===== src/rtl/db_ram_1p_ctl_pkg.sv =====
// db_ram_1p_ctl_pkg
//   Shared definitions for the single-port RAM controller: the clear
//   sequencer state encoding (IDLE=0, CLEAR=1).
package db_ram_1p_ctl_pkg;

  typedef enum logic {
    IDLE  = 1'b0,
    CLEAR = 1'b1
  } clr_state_e;

endpackage


===== src/rtl/db_ram_1p_ctl_clr_seq.sv =====
// db_ram_clr_seq
//   Zero-fill sequencer. A clear request in IDLE loads the address counter
//   with 0; from the next cycle one write per cycle is issued to addresses
//   0..2^Addr_Width-1, then the sequencer returns to IDLE (no second pass).
// Ports
//   clk, rstn  clock, async active-low reset
//   clr_req    single-cycle clear request (ignored while busy)
//   busy       high for exactly 2^Addr_Width cycles while the clear runs
//   done       pulse on the cycle the last clear write is issued
//   wr_en      clear write strobe for the array
//   wr_addr    clear write address
module db_ram_clr_seq
  import db_ram_1p_ctl_pkg::*;
#(
  parameter int Addr_Width = 8
) (
  input  logic                  clk,
  input  logic                  rstn,
  input  logic                  clr_req,
  output logic                  busy,
  output logic                  done,
  output logic                  wr_en,
  output logic [Addr_Width-1:0] wr_addr
);

  clr_state_e            state_q, state_d;
  logic [Addr_Width-1:0] cnt_q, cnt_d;

  always_ff @(posedge clk or negedge rstn) begin
    if (!rstn) begin
      state_q <= IDLE;
      cnt_q   <= '0;
    end else begin
      state_q <= state_d;
      cnt_q   <= cnt_d;
    end
  end

  always_comb begin
    state_d = state_q;
    cnt_d   = cnt_q;
    busy    = 1'b0;
    done    = 1'b0;
    case (state_q)
      IDLE: begin
        if (clr_req) begin
          state_d = CLEAR;
          cnt_d   = '0;
        end
      end
      CLEAR: begin
        busy  = 1'b1;
        cnt_d = cnt_q + 1'b1;
        // Last address: leave CLEAR; the counter wrap is harmless in IDLE.
        if (&cnt_q) begin
          done    = 1'b1;
          state_d = IDLE;
        end
      end
      default: state_d = IDLE;
    endcase
  end

  assign wr_en   = busy;
  assign wr_addr = cnt_q;

endmodule


===== src/rtl/db_ram_1p_ctl.sv =====
// db_ram_1p_ctl
//   Single-port RAM controller: behavioural array with per-segment write
//   mask, registered read path (optional extra output stage), output-enable
//   gating and a zero-fill clear sequencer.
// Ports
//   clk, rstn      clock, async active-low reset
//   cen_i, wen_i   chip enable / write enable (active low); wen_i=1 reads
//   oen_i          output enable (active low); 1 forces data_o to zero
//   wm_i           per-segment write mask, 1 = segment written
//   addr_i, data_i word address, write data
//   clr_i          request to zero-fill the array
//   data_o, vld_o  read data (held between reads) and its one-cycle strobe
//   busy_o, done_o clear in progress / last clear write issued
module db_ram_1p_ctl
  import db_ram_1p_ctl_pkg::*;
#(
  parameter int Word_Width = 17,
  parameter int Addr_Width = 8,
  parameter int Seg_Num    = 1,
  parameter int Out_Reg    = 0
) (
  input  logic                  clk,
  input  logic                  rstn,
  input  logic                  cen_i,
  input  logic                  oen_i,
  input  logic                  wen_i,
  input  logic [Seg_Num-1:0]    wm_i,
  input  logic [Addr_Width-1:0] addr_i,
  input  logic [Word_Width-1:0] data_i,
  input  logic                  clr_i,
  output logic [Word_Width-1:0] data_o,
  output logic                  vld_o,
  output logic                  busy_o,
  output logic                  done_o
);

  localparam int Seg_W  = Word_Width / Seg_Num;
  localparam int Depth  = 1 << Addr_Width;
  localparam int Stages = (Out_Reg != 0) ? 1 : 0;

  logic [Word_Width-1:0] mem [Depth];

  logic                  busy;
  logic                  clr_we;
  logic [Addr_Width-1:0] clr_addr;
  logic                  usr_we, usr_re;

  db_ram_clr_seq #(.Addr_Width(Addr_Width)) u_clr_seq (
    .clk     (clk),
    .rstn    (rstn),
    .clr_req (clr_i),
    .busy    (busy),
    .done    (done_o),
    .wr_en   (clr_we),
    .wr_addr (clr_addr)
  );

  assign busy_o = busy;

  // User accesses are locked out for the whole clear.
  assign usr_we = !cen_i && !wen_i && !busy;
  assign usr_re = !cen_i &&  wen_i && !busy;

  // Array is deliberately not reset.
  always_ff @(posedge clk) begin
    if (clr_we) begin
      mem[clr_addr] <= '0;
    end else if (usr_we) begin
      for (int k = 0; k < Seg_Num; k++) begin
        if (wm_i[k]) mem[addr_i][k*Seg_W +: Seg_W] <= data_i[k*Seg_W +: Seg_W];
      end
    end
  end

  // Read pipeline: stage 0 captures the array, optional stage 1 re-times it.
  // Each data stage only loads when its input is valid, so data_o holds.
  logic [Stages:0]                 vld_pipe;
  logic [Stages:0][Word_Width-1:0] data_pipe;

  always_ff @(posedge clk or negedge rstn) begin
    if (!rstn) begin
      vld_pipe[0]  <= 1'b0;
      data_pipe[0] <= '0;
    end else begin
      vld_pipe[0] <= usr_re;
      if (usr_re) data_pipe[0] <= mem[addr_i];
    end
  end

  for (genvar i = 1; i <= Stages; i++) begin : g_out_stage
    always_ff @(posedge clk or negedge rstn) begin
      if (!rstn) begin
        vld_pipe[i]  <= 1'b0;
        data_pipe[i] <= '0;
      end else begin
        vld_pipe[i] <= vld_pipe[i-1];
        if (vld_pipe[i-1]) data_pipe[i] <= data_pipe[i-1];
      end
    end
  end

  // Output enable only masks the pins; the held word survives underneath.
  assign data_o = oen_i ? '0 : data_pipe[Stages];
  assign vld_o  = vld_pipe[Stages];

endmodule


===== config.mk =====
export PLATFORM = sky130hd
export DESIGN_NAME = db_ram_1p_ctl
export DESIGN_NICKNAME = d
export VERILOG_FILES = /design/src/rtl/db_ram_1p_ctl_pkg.sv /design/src/rtl/db_ram_1p_ctl_clr_seq.sv /design/src/rtl/db_ram_1p_ctl.sv
export SDC_FILE = /design/constraint.sdc
export NUM_CORES = 2
export LEC_CHECK = 0
export CAP_MARGIN = 25
export CORE_MARGIN = 4
export CORE_UTILIZATION = 63
export CTS_BUF_LIST = sky130_fd_sc_hd__clkbuf_4 sky130_fd_sc_hd__clkbuf_8 sky130_fd_sc_hd__clkbuf_16
export DETAILED_ROUTE_END_ITERATION = 7
export PLACE_DENSITY = 0.8
export SLEW_MARGIN = 20
export SYNTH_ARGS = -nofsm -noshare
export SYNTH_HDL_FRONTEND = slang
export SYNTH_MEMORY_MAX_BITS = 65536
export SYNTH_SLANG_ARGS = --single-unit

===== constraint.sdc =====
create_clock -name clk -period 6.2 [get_ports clk]
set_input_delay 1.24 -clock clk [delete_from_list [all_inputs] [get_ports clk]]
set_output_delay 1.24 -clock clk [all_outputs]
set_load 0.01 [all_outputs]

==> summary by stage <==
STA
The final number of hold-violating endpoints is 0. The count of final setup violators is 0. The number of slew-limit violations in the final report is 0. The slew at the pin closest to its max-slew limit is 1.29 ns.

The final-layout worst hold slack is 0.575 ns. Measured against its own limit, the worst slew margin works out to 13.3%. The clock period could shrink to 4.97 ns. The worst setup skew after layout is 0.0831 ns.

Summed over all failing endpoints, the final setup total negative slack is 0 ns. After layout, the worst path uses 80.1% of the clock period. Setup repair after global routing left no endpoint under its margin. The maximum frequency from static timing analysis is 201 MHz.

Logic synthesis
The largest total area in the synthesized netlist belongs to sky130_fd_sc_hd__edfxtp_1. Counting flops and latches in the post-synthesis netlist gives 4379. In the post-synthesis netlist, the biggest area contributors are sky130_fd_sc_hd__edfxtp_1 (78%), sky130_fd_sc_hd__mux4_2 (13%), sky130_fd_sc_hd__mux2i_1 (1.9%). After technology mapping, the gate count stands at 7730. For this run, the register share of the synthesized area comes to 78.2%. The number of different library cells used by synthesis comes to 56. For this run, the leading register cell type out of synthesis is sky130_fd_sc_hd__edfxtp_1. The fraction of synthesis flops using an asynchronous set or reset pin is 0.617%.

Averaged over all synthesized cells, the footprint is 21.7 sq um. The warning count from the yosys run is 0. The number of flops mapped to enable cells by yosys is 4352. The share of the synthesized area in the top cell type is 77.8%. The post-synthesis cell area is 168000 sq um.

The synthesized netlist net count is 7763.

Worst setup path
The type of the worst setup path is in -> reg. The worst-case reg-to-reg path depth is 8. In this run the critical register-to-register path is captured at mem[185][14]$_DFFE_PP_. Along the worst path, the maximum fanout reaches 16. Data arrives at the worst endpoint at 5.57 ns. The critical path required time is 6.80 ns. The worst reg2reg path startpoint is u_clr_seq.state_q$_DFF_PN0_. STA classifies the critical path startpoint as an input port. The worst register-to-register path has a setup slack of 1.46 ns. In this run the worst setup path begins at addr_i[5]. In this run the worst setup path terminates at mem[40][4]$_DFFE_PP_. STA classifies the critical path endpoint as a register.

Global routing
The initial antenna violation count is 47. The maximum number of pins on one net before global-route repair is 146. The via count of the first global-routing pass is 90606. Global routing used 35.5% of the available tracks across all layers. The global-route wire length before repair is 690000 um.

After global routing the overflow that remains totals 0.

Routing
Using the TritonRoute via totals, the vias-per-cell ratio works out to 7.42. The first TritonRoute pass finished after 8 iterations. The DRC violation count after routing is 27. Detailed routing inserted a total of 90636 vias. Wires add up to 488000 um. The antenna violation net count after detailed routing is 0.

After detailed routing, the average wire length per cell comes to 39.9 um. The violation count after the first detailed-route iteration is 17564.

Final layout
Of the cells placed in the final design, the portion with a size suffix greater than 1 is 27.1%. Compared with the post-synthesis result, the final layout area differs by 12.9%. The number of nets in the finished design is 8333. The filler cells instantiated in the layout total 14024.

CTS
The number of sinks driven by the clock tree is 4379. At the later pin of the worst-skew pair, clock insertion delay measures 0.97 ns. The CTS tree is done. The total of hold buffers inserted after clock tree synthesis is 0. In this run the post-CTS setup repair buffer count came out at 0. The buffer levels on the longest clock path is 4. The cell sitting at the root of the clock tree is a sky130_fd_sc_hd__clkbuf_16. After clock tree synthesis, the repair step resized 0 gates. The H-tree was split into 5 levels. Clock-pin slew was measured on the worst setup and hold paths at 0.07 ns. The number of clock buffers added by TritonCTS is 417.

Floorplanning
The vertical die dimension is 524 um. The total area inside the core boundary comes to 265000 sq um. 52 I/O pins were placed.

The horizontal die dimension is 524 um. The number of cell rows is 189. The initial cell density of the core is 63.3%.

The floorplan step defined a die boundary enclosing 275000 sq um.

Placement
At the end of routability-driven placement, the weighted congestion stood at 0.993. The number of buffer cells added on primary ports is 51. Once detailed placement completed, the half-perimeter wirelength came to 275000 um.

Outcome
The run finished, with violations left. The final reports fail on DRC.

Pwr
Summed over all cells, the static leakage comes to 65.7 nW. The overall power is 62.5 mW. For this design the ratio of total power to cell area is 329 nW/um^2. The worst ir drop on vdd is 0.316 mV.

Min path
The min-delay analysis places its worst path in the category reg -> reg.

Flow run
The max-capacitance violation count is 0.
-- metrics by stage --
step	utilization [%]	setup slack, ns	cells	area, sq um
floorplan	-	0.0574	7730	168000
finish	71.5	1.23	12210	190000
CTS	71.5	1.43	12168	190000
global placement	66.3	0.291	11405	176000
global route	71.5	1.33	12180	190000
detailed placement	66.3	0.610	11408	176000
-- per-layer routing --
metal	global-route usage (%)	up-vias	part of all wire (%)
met5	1.04	-	0.095
met4	20.5	22	7.3
met3	11.6	1840	15
met2	53.9	9117	47
met1	45.6	45869	31
li1	-	33788	-
-- flip-flops by register name (all words and copies together), names as in the netlist --
| signal | flops |
|---|---|
| data_pipe | 17 |
| mem | 4352 |
| u_clr_seq.state_q | 1 |
| u_clr_seq.wr_addr | 8 |
| vld_o | 1 |
-- worst max-delay path, cell delays in order --
cell	delay, ns
sky130_fd_sc_hd__clkdlybuf4s50_1	1.11
sky130_fd_sc_hd__nand2b_1	0.62
sky130_fd_sc_hd__o21ai_0	0.96
sky130_fd_sc_hd__nand2_1	0.58
sky130_fd_sc_hd__buf_4	0.38
sky130_fd_sc_hd__nor2_1	0.28
sky130_fd_sc_hd__buf_4	0.37
-- cell usage in the layout (no fill, tap or decap), types with 41 or more instances in the layout --
| cell type | Yosys | layout |
|---|---|---|
| sky130_fd_sc_hd__clkbuf_4 | 0 | 88 |
| sky130_fd_sc_hd__nor2_1 | 284 | 236 |
| sky130_fd_sc_hd__nor2_2 | 0 | 46 |
| sky130_fd_sc_hd__clkbuf_16 | 0 | 422 |
| sky130_fd_sc_hd__nand2_1 | 222 | 221 |
| sky130_fd_sc_hd__clkdlybuf4s50_1 | 0 | 45 |
| sky130_fd_sc_hd__mux4_2 | 968 | 968 |
| sky130_fd_sc_hd__nor3_1 | 44 | 41 |
| sky130_fd_sc_hd__edfxtp_1 | 4352 | 4352 |
| sky130_fd_sc_hd__o221ai_1 | 48 | 48 |
| sky130_fd_sc_hd__clkinv_1 | 1 | 76 |
| sky130_fd_sc_hd__buf_4 | 43 | 491 |
| sky130_fd_sc_hd__mux2i_1 | 324 | 324 |
| sky130_fd_sc_hd__a21oi_1 | 110 | 110 |
| sky130_fd_sc_hd__nand3_1 | 112 | 99 |
| sky130_fd_sc_hd__buf_12 | 1 | 66 |
| sky130_fd_sc_hd__o21ai_0 | 65 | 64 |
| sky130_fd_sc_hd__a22oi_1 | 226 | 226 |
| sky130_fd_sc_hd__clkinv_2 | 0 | 86 |
| sky130_fd_sc_hd__o22ai_1 | 105 | 105 |
-- Yosys cell counts, types with 42 or more instances --
cell type,number
sky130_fd_sc_hd__nand3_1,112
sky130_fd_sc_hd__a21oi_1,110
sky130_fd_sc_hd__a211oi_1,42
sky130_fd_sc_hd__buf_2,137
sky130_fd_sc_hd__nor3_1,44
sky130_fd_sc_hd__mux4_2,968
sky130_fd_sc_hd__buf_4,43
sky130_fd_sc_hd__nand2_1,222
sky130_fd_sc_hd__a22oi_1,226
sky130_fd_sc_hd__o21ai_0,65
sky130_fd_sc_hd__mux2i_1,324
sky130_fd_sc_hd__nor2_1,284
sky130_fd_sc_hd__o22ai_1,105
sky130_fd_sc_hd__edfxtp_1,4352
sky130_fd_sc_hd__clkbuf_1,197
sky130_fd_sc_hd__o221ai_1,48
-- cells by family after synthesis --
kind of cell	Yosys count	synth area share, %
compound gates	758	3.17
simple gates	832	2.27
flops	4379	78.2
fa+ha+maj	1	0.00745
buf+inv	468	1.47
mux	1292	14.9
-- worst min path at each step --
stage                                          start                          endpoint  cells after the start
floorplan                   data_pipe[0]$_DFFE_PN0P_          data_pipe[0]$_DFFE_PN0P_                      2
global placement    u_clr_seq.wr_addr[7]$_DFFE_PN0P_  u_clr_seq.wr_addr[7]$_DFFE_PN0P_                      1
detailed placement  u_clr_seq.wr_addr[7]$_DFFE_PN0P_  u_clr_seq.wr_addr[7]$_DFFE_PN0P_                      1
CTS                 u_clr_seq.wr_addr[7]$_DFFE_PN0P_  u_clr_seq.wr_addr[7]$_DFFE_PN0P_                      1
global route        u_clr_seq.wr_addr[7]$_DFFE_PN0P_  u_clr_seq.wr_addr[7]$_DFFE_PN0P_                      1
finish              u_clr_seq.wr_addr[7]$_DFFE_PN0P_  u_clr_seq.wr_addr[7]$_DFFE_PN0P_                      1
-- final cells by class --
cell class | count | area (sq um) | share of cell area (%)
clock buffer | 518 | 11300 | 5.98
antenna | 36 | 90.1 | 0.0475
tap | 3533 | 4420 | 2.33
clock inverter | 242 | 2390 | 1.26
sequential | 4379 | 131000 | 69.2
multi-input combinational | 2883 | 34500 | 18.2
timing repair buffer | 613 | 5580 | 2.94
inverter | 6 | 27.5 | 0.0145
-- report_power, final --
group / total [mW] / internal (mW) / switching, mW
clock: 25.8 / 14.7 / 11.1
sequential: 32.8 / 32.6 / 0.200
combinational: 3.88 / 1.12 / 2.77
Note: power is estimated with default switching activity, not from simulation.
